$ cat config.mk
export PLATFORM = sky130hd
export DESIGN_NAME = vga_sync_gen
export DESIGN_NICKNAME = d
export VERILOG_FILES = /design/src/rtl/vga_sync_gen.sv
export SDC_FILE = /design/constraint.sdc
export NUM_CORES = 1
export LEC_CHECK = 0
export BUFFER_PORTS_ARGS = -buffer_cell sky130_fd_sc_hd__buf_2
export CAP_MARGIN = 20
export CORE_MARGIN = 2
export CORE_UTILIZATION = 50
export DETAILED_ROUTE_END_ITERATION = 10
export HOLD_SLACK_MARGIN = 0.03
export PLACE_DENSITY = 0.76
export SLEW_MARGIN = 0
export SYNTH_ARGS = -nofsm -noshare
export SYNTH_HDL_FRONTEND = slang
export SYNTH_SLANG_ARGS = --single-unit
export TNS_END_PERCENT = 50
$ cat constraint.sdc
create_clock -name Clk_100M -period 3.6 [get_ports Clk_100M]
set_input_delay 0.18 -clock Clk_100M [delete_from_list [all_inputs] [get_ports Clk_100M]]
set_output_delay 0.18 -clock Clk_100M [all_outputs]
set_load 0.005 [all_outputs]
$ cat src/rtl/vga_sync_gen.sv
// vga_sync_gen: VGA sync/blanking timing with per-pixel fixed-point complex-plane coordinates.
// Counters advance once per pixel tick; sync, blanking and coordinates are registered from next-counter values.
module vga_sync_gen #(
  parameter int H_VIS   = 640,
  parameter int H_FP    = 16,
  parameter int H_SW    = 96,
  parameter int H_BP    = 48,
  parameter int V_VIS   = 480,
  parameter int V_FP    = 10,
  parameter int V_SW    = 2,
  parameter int V_BP    = 33,
  parameter int CLK_DIV = 4
) (
  input  logic        Clk_100M,
  input  logic        reset,
  input  logic [15:0] startX,
  input  logic [15:0] startY,
  input  logic [15:0] stepX,
  input  logic [15:0] stepY,
  output logic        HS,
  output logic        VS,
  output logic        video_on,
  output logic        pix_tick,
  output logic [9:0]  pixel_x,
  output logic [9:0]  pixel_y,
  output logic        frame_start,
  output logic [15:0] cX,
  output logic [15:0] cY
);
  localparam int H_TOT = H_VIS + H_FP + H_SW + H_BP;
  localparam int V_TOT = V_VIS + V_FP + V_SW + V_BP;
  localparam int DW = CLK_DIV > 1 ? $clog2(CLK_DIV) : 1;
  localparam logic [DW-1:0] DIV_MAX = DW'(CLK_DIV - 1);
  logic [DW-1:0] div;
  logic [15:0] start_x_l, start_y_l, step_x_l, step_y_l;
  logic h_wrap, v_wrap, frame_wrap;
  logic [9:0] nx, ny;
  always_comb begin
    h_wrap = pixel_x == 10'(H_TOT - 1);
    v_wrap = pixel_y == 10'(V_TOT - 1);
    frame_wrap = h_wrap && v_wrap;
    nx = h_wrap ? '0 : pixel_x + 10'd1;
    ny = h_wrap ? (v_wrap ? '0 : pixel_y + 10'd1) : pixel_y;
  end
  assign pix_tick = div == DIV_MAX;
  always_ff @(posedge Clk_100M) begin
    if (!reset) begin
      div <= '0;
      pixel_x <= '0;
      pixel_y <= '0;
      HS <= 1'b1;
      VS <= 1'b1;
      video_on <= 1'b1;
      frame_start <= 1'b0;
      start_x_l <= startX;
      start_y_l <= startY;
      step_x_l <= stepX;
      step_y_l <= stepY;
      cX <= startX;
      cY <= startY;
    end else begin
      div <= pix_tick ? '0 : div + DW'(1);
      frame_start <= pix_tick && frame_wrap;
      if (pix_tick) begin
        pixel_x <= nx;
        pixel_y <= ny;
        HS <= !(nx >= 10'(H_VIS + H_FP) && nx < 10'(H_VIS + H_FP + H_SW));
        VS <= !(ny >= 10'(V_VIS + V_FP) && ny < 10'(V_VIS + V_FP + V_SW));
        video_on <= nx < 10'(H_VIS) && ny < 10'(V_VIS);
        if (frame_wrap) begin
          start_x_l <= startX;
          start_y_l <= startY;
          step_x_l <= stepX;
          step_y_l <= stepY;
        end
        // the new frame's start values bypass the latches so column/line 0 use them immediately
        if (h_wrap) cX <= frame_wrap ? startX : start_x_l;
        else if (nx < 10'(H_VIS)) cX <= cX + step_x_l;
        if (frame_wrap) cY <= startY;
        else if (h_wrap && ny < 10'(V_VIS)) cY <= cY + step_y_l;
      end
    end
  end
endmodule

* After elaboration in Yosys (flattened, before gate mapping) *
Cells that the tools add are included.

word-level totals
  input bits = 66
  register bits after elaboration = 106

operators by class
  eq/ne operators = 7
  multiplexer cells = 20
  magnitude comparators = 6
  reductions and logical operators = 12
  bitwise logic cells = 1
  add/subtract/negate cells = 5

operators by type and width
  kind                     count
  $mux W16                 17
  $add A16 B16 Y16         2
  $mux W10                 3
  $add A10 B1 Y10 const B  2
  $eq A10 B10 Y1 const B   2
  $lt A10 B10 Y1 const B   2
  $lt A10 B9 Y1 const B    2
  $ge A10 B10 Y1 const B   1
  $ge A10 B9 Y1 const B    1
  $logic_and A1 B1 Y1      6
  $ne A3 B1 Y1 const B     2
  $reduce_and A2 Y1        3
  $ne A2 B1 Y1 const B     2
  $add A2 B1 Y2 const B    1
  $eq A2 B2 Y1 const B     1
  $logic_not A1 Y1         2
  $reduce_or A2 Y1         1
  $not A1 Y1               1

* Longest topological paths before layout *
  depth in word-level cells = 9
  gate-level depth with buffers = 10

* Worst setup path after synthesis *
Ideal clock, no wire load.

  path kind = register -> register
  start point = register pixel_x[0]
  end point = register cY[0] (enable)
  data arrival time = 3.230 ns
  path slack = 0.029 ns
  buffers on the path = 2
  library setup time = 0.340 ns
  stages on the path, launching flop included = 9
  required time = 3.260 ns
  cell sequence = dfxtp_1 ha_1 and4_4 and3_1 buf_6 buf_6 a21oi_4 nor2_1 a31o_2

on the way
  word-level cells in the longest chain between the ends = 6

RTL lines
  what                                    line  text
  start: declaration                      24    output logic [9:0] pixel_x,
  start signal: assignment                65    pixel_x <= nx;
  $eq A10 B10 Y1 (*)                      39    h_wrap = pixel_x == 10'(H_TOT - 1);
  $mux W10                                43    ny = h_wrap ? (v_wrap ? '0 : pixel_y + 10'd1) : pixel_y;
  $lt A10 B9 Y1                           80    else if (h_wrap && ny < 10'(V_VIS)) cY <= cY + step_y_l;
  $logic_and A1 B1 Y1                     80
  $ne A3 B1 Y1 (no source line) (*)       n/a
  $reduce_and A2 Y1 (no source line) (*)  n/a
  end signal: assignment                  60    cY <= startY;
  end signal: assignment                  79    if (frame_wrap) cY <= startY;
  end signal: assignment                  80
  end: declaration                        28    output logic [15:0] cY

Every way passes the cells marked *; elsewhere a longest branch is shown, timed or not.
A chain may end at the register's enable or synchronous reset.

* Worst setup path after layout *
  start point = register pixel_x[0]
  end point = register cY[15] (enable)

Same word-level chain as after synthesis.

==> results by group <==
Status
  – Outcome: finished, final reports clean

Worst setup path
  – Slowest stage delay, CP: 0.54 ns
  – CP Buf/Inv Count: 0
  – Crit path max-delay family: simple AND/OR/NAND/NOR gates
  – CP Launch Type: flop
  – CP most frequent cell: a31oi_1
  – Critical Path AT: 2.92 ns
  – CP Cell Sequence: ha_1, and4_4, and3_1, a31oi_1, a31oi_1, nor2_2, nor2b_2, a31o_2
  – Crit path from: pixel_x[0]
  – Max Fanout on Critical Path: 16
  – Crit path kind: flop to flop
  – Worst r2r src: pixel_x[0]
  – Worst Path Required: 3.61 ns
  – Crit-path slowest cell: and3_1
  – Worst setup EP type: flop

Synth
  – Syn_area_per_cell: 9.84 sq um
  – Register bit count reported by yosys: 106
  – Post-Synth XOR/XNOR Area: 0.0492
  – Mux share of post-synthesis cell area: 0.00682
  – Unique masters post-synth: 71
  – Top FF cell, synth: edfxtp_1
  – Post-Syn Instances: 615
  – Sequential fraction of the synthesis area: 0.483
  – Syn Nets: 718
  – Post-synthesis adder-cell area fraction: 0.0790
  – Number of synthesis warnings: 0
  – Post-Synth Simple-Gate Area: 0.178
  – Synthesized area: 0.00605 sq mm
  – Main combinational cell family by area after synthesis: simple AND/OR/NAND/NOR gates
  – Async SR Flop Fraction: 0
  – Post-synth EDFFs: 80
  – Compound-Gate Fraction of Synth Area: 0.172

Timing
  – Hold Vio Cnt, Final: 0
  – Final setup skew: about 0.0066 ns
  – Final worst path period need: 2.91 ns
  – Actual slew at the worst max-slew pin: 0.844 ns
  – Slew Limit Fails: 0
  – Headroom to the max-slew limit: 0.436
  – RSZ-0062 raised after global routing: no
  – Fin crit share: 0.810
  – Setup TNS: 0 ns
  – Fmax: 0.343 GHz
  – Final setup vio count: 0

Power and ir drop
  – Int Power: approximately 2.3 mW
  – Pwr dens: between 400 and 500 mW/mm^2
  – Clock Power Share: 0.322
  – Max IR drop VDD: 230 uV
  – Logic pwr share: 0.212
  – Sw Share: 0.282
  – Switch Pwr: 893 uW
  – Sequential Power Share: 0.466
  – Pleak: between 3 and 4 nW

Global route
  – Antenna violations before repair: 0
  – Total grt overflow: 0
  – Vias in the first global route: a little over 5000
  – Global-route wire length before repair: 24.6 mm
  – Largest net degree at the start of global routing: 35
  – Total Routing Usage GR: 0.241

Route
  – Drt total wl: 15.3 mm
  – First-pass DRT Iterations: 6
  – Vias: 5247
  – Drt drc: 0
  – Drt initial violations: 438
  – Remaining antenna violation count: 0
  – DR WL/cell: 16.7 um
  – Vias per inst: 5.73

Floorplanning
  – Area of the die: 0.0130 sq mm
  – Site Rows: 40
  – Die H: 114 um
  – Total core area: 0.0119 sq mm
  – IO Count: roughly 120
  – Die Span X: 114 um
  – Initial Utilization: 0.508

Place
  – Final HPWL DP: ~11 mm
  – GP Congestion: 0.898
  – I/O Buffers: 122
  – Post-placement cell count: roughly 870

Hold path
  – Worst min path class: primary input to flop
  – Hold Path Origin: startY[7]

Layout
  – Share of cells above drive strength 1: 0.215
  – Post-Layout Cell Count: 916
  – Syn-to-layout area delta: 22.7%
  – Nets: 867
  – Diodes inserted: 0

Clock network
  – Clk buf depth: 2
  – CTS Buf Count: 9
  – Setup repair bufs after CTS: 0
  – Clock tree root driver cell: clkbuf_16
  – CTS tree: yes
  – Clk sinks: 106
  – Clk_lat worst skew: ~0.36 ns
  – CTS H-tree depth: 3
  – CTS resizes: 0
  – CTS hold repair buffers: 32
  – Clock transition at path regs: 0.08 ns

Run
  – Max cap viols: 0
## through the flow
| step | area (sq um) | setup slack [ns] | power (mW) | hold WS, ns | utilization |
|---|---|---|---|---|---|
| 6_report | 7420 | 0.685 | 3.17 | 0.0951 | 0.623 |
| 5_1_grt | 7420 | 0.506 | 3.31 | 0.101 | 0.623 |
| 4_1_cts | 7420 | 0.715 | 3.18 | 0.0822 | 0.623 |
| 3_5_place_dp | 6800 | 0.729 | 2.14 | 0.358 | 0.571 |
| 3_3_place_gp | 6800 | 0.853 | 2.11 | 0.357 | 0.571 |
| 2_1_floorplan | 6050 | 0.0294 | 1.93 | 0.279 | - |
## path summary, 6_finish.rpt
kind              cells past startpoint  endpoint  slack (ns)
setup / recovery                      8    cY[15]        0.69
hold / removal                        3     cY[7]         0.1
setup reg to reg                      8    cY[15]        0.69
hold reg to reg                       1    div[0]        0.45
## Yosys cell counts (4+ instances only)
cell,count,area [sq um]
a211oi_1,6,45.0
a21o_1,7,52.6
a21oi_1,48,240
a22oi_1,5,37.5
a31oi_1,8,50.1
and2_1,4,25.0
and3_1,8,50.1
buf_2,8,40.0
clkbuf_1,11,41.3
dfxtp_1,26,521
edfxtp_1,80,2400
ha_1,35,438
inv_1,15,56.3
nand2_1,98,368
nand2b_1,5,31.3
nand3_1,14,70.1
nand4_1,5,31.3
nor2_1,47,176
nor2b_1,9,56.3
nor3_1,13,65.1
o21a_1,6,45.0
o21ai_0,47,235
o21bai_1,4,30.0
o22ai_1,6,37.5
or3_1,4,25.0
xnor2_1,17,149
xor2_1,17,149
## final cells by class
type / instances / area (sq um)
inverters: 16 / 60.1
fillers: 989 / 4490
clock buffers: 9 / 225
clock inverters: 7 / 76.3
repair buffers: 163 / 1010
well taps: 147 / 184
flip-flops and latches: 106 / 2920
multi-input cells: 468 / 2950
## power groups by stage
stage               Combinational, mW  Sequential, mW  Clock [mW]
detailed placement              0.633            1.50           0
CTS                             0.665            1.48        1.04
global placement                0.615            1.50           0
finish                          0.672            1.48        1.02
floorplan                       0.435            1.49           0
global route                    0.747            1.49        1.08
## tightest hold or removal path, cell delays in order
cell and delay (ns):
buf_2 0.07, nand2_1 0.04, o21ai_0 0.06
## cell usage in the layout, fill, tap and decap left out, types with 9 or more instances in the layout
master         instances
dlygate4sd3_1         32
nand3_1               14
nor2_1                46
buf_2                122
a21oi_1               48
edfxtp_1              80
o21ai_0               47
ha_1                  35
nor3_1                13
nor2b_1                9
nand2_1               98
xnor2_1               17
clkbuf_16              9
inv_1                 15
xor2_1                17
dfxtp_1               26
## flip-flops by register name (all words and copies together), names as in the netlist
register and flops:
video_on 1, start_x_l 16, pixel_y 10, div 2
cY 16, frame_start 1, pixel_x 10, step_y_l 16
cX 16, HS 1, step_x_l 16, VS 1
## cell families after synthesis
| group | after synthesis |
|---|---|
| buffers and inverters | 41 |
| AOI/OAI and AO/OA | 166 |
| adders and majority gates | 37 |
| DFF | 106 |
| and+or+nand+nor | 227 |
| muxes | 4 |
| xor gates and xnor gates | 34 |
## routing by layer
metal,wire [um],part of all wire,GRT usage,vias up
met2,7590,0.50,0.401,170
met5,0,0,0,-
met3,801,0.052,0.0563,19
met4,242,0.016,0.0772,0
li1,-,-,-,2548
met1,6660,0.44,0.313,2510
Note: power is estimated with default switching activity, not from simulation.
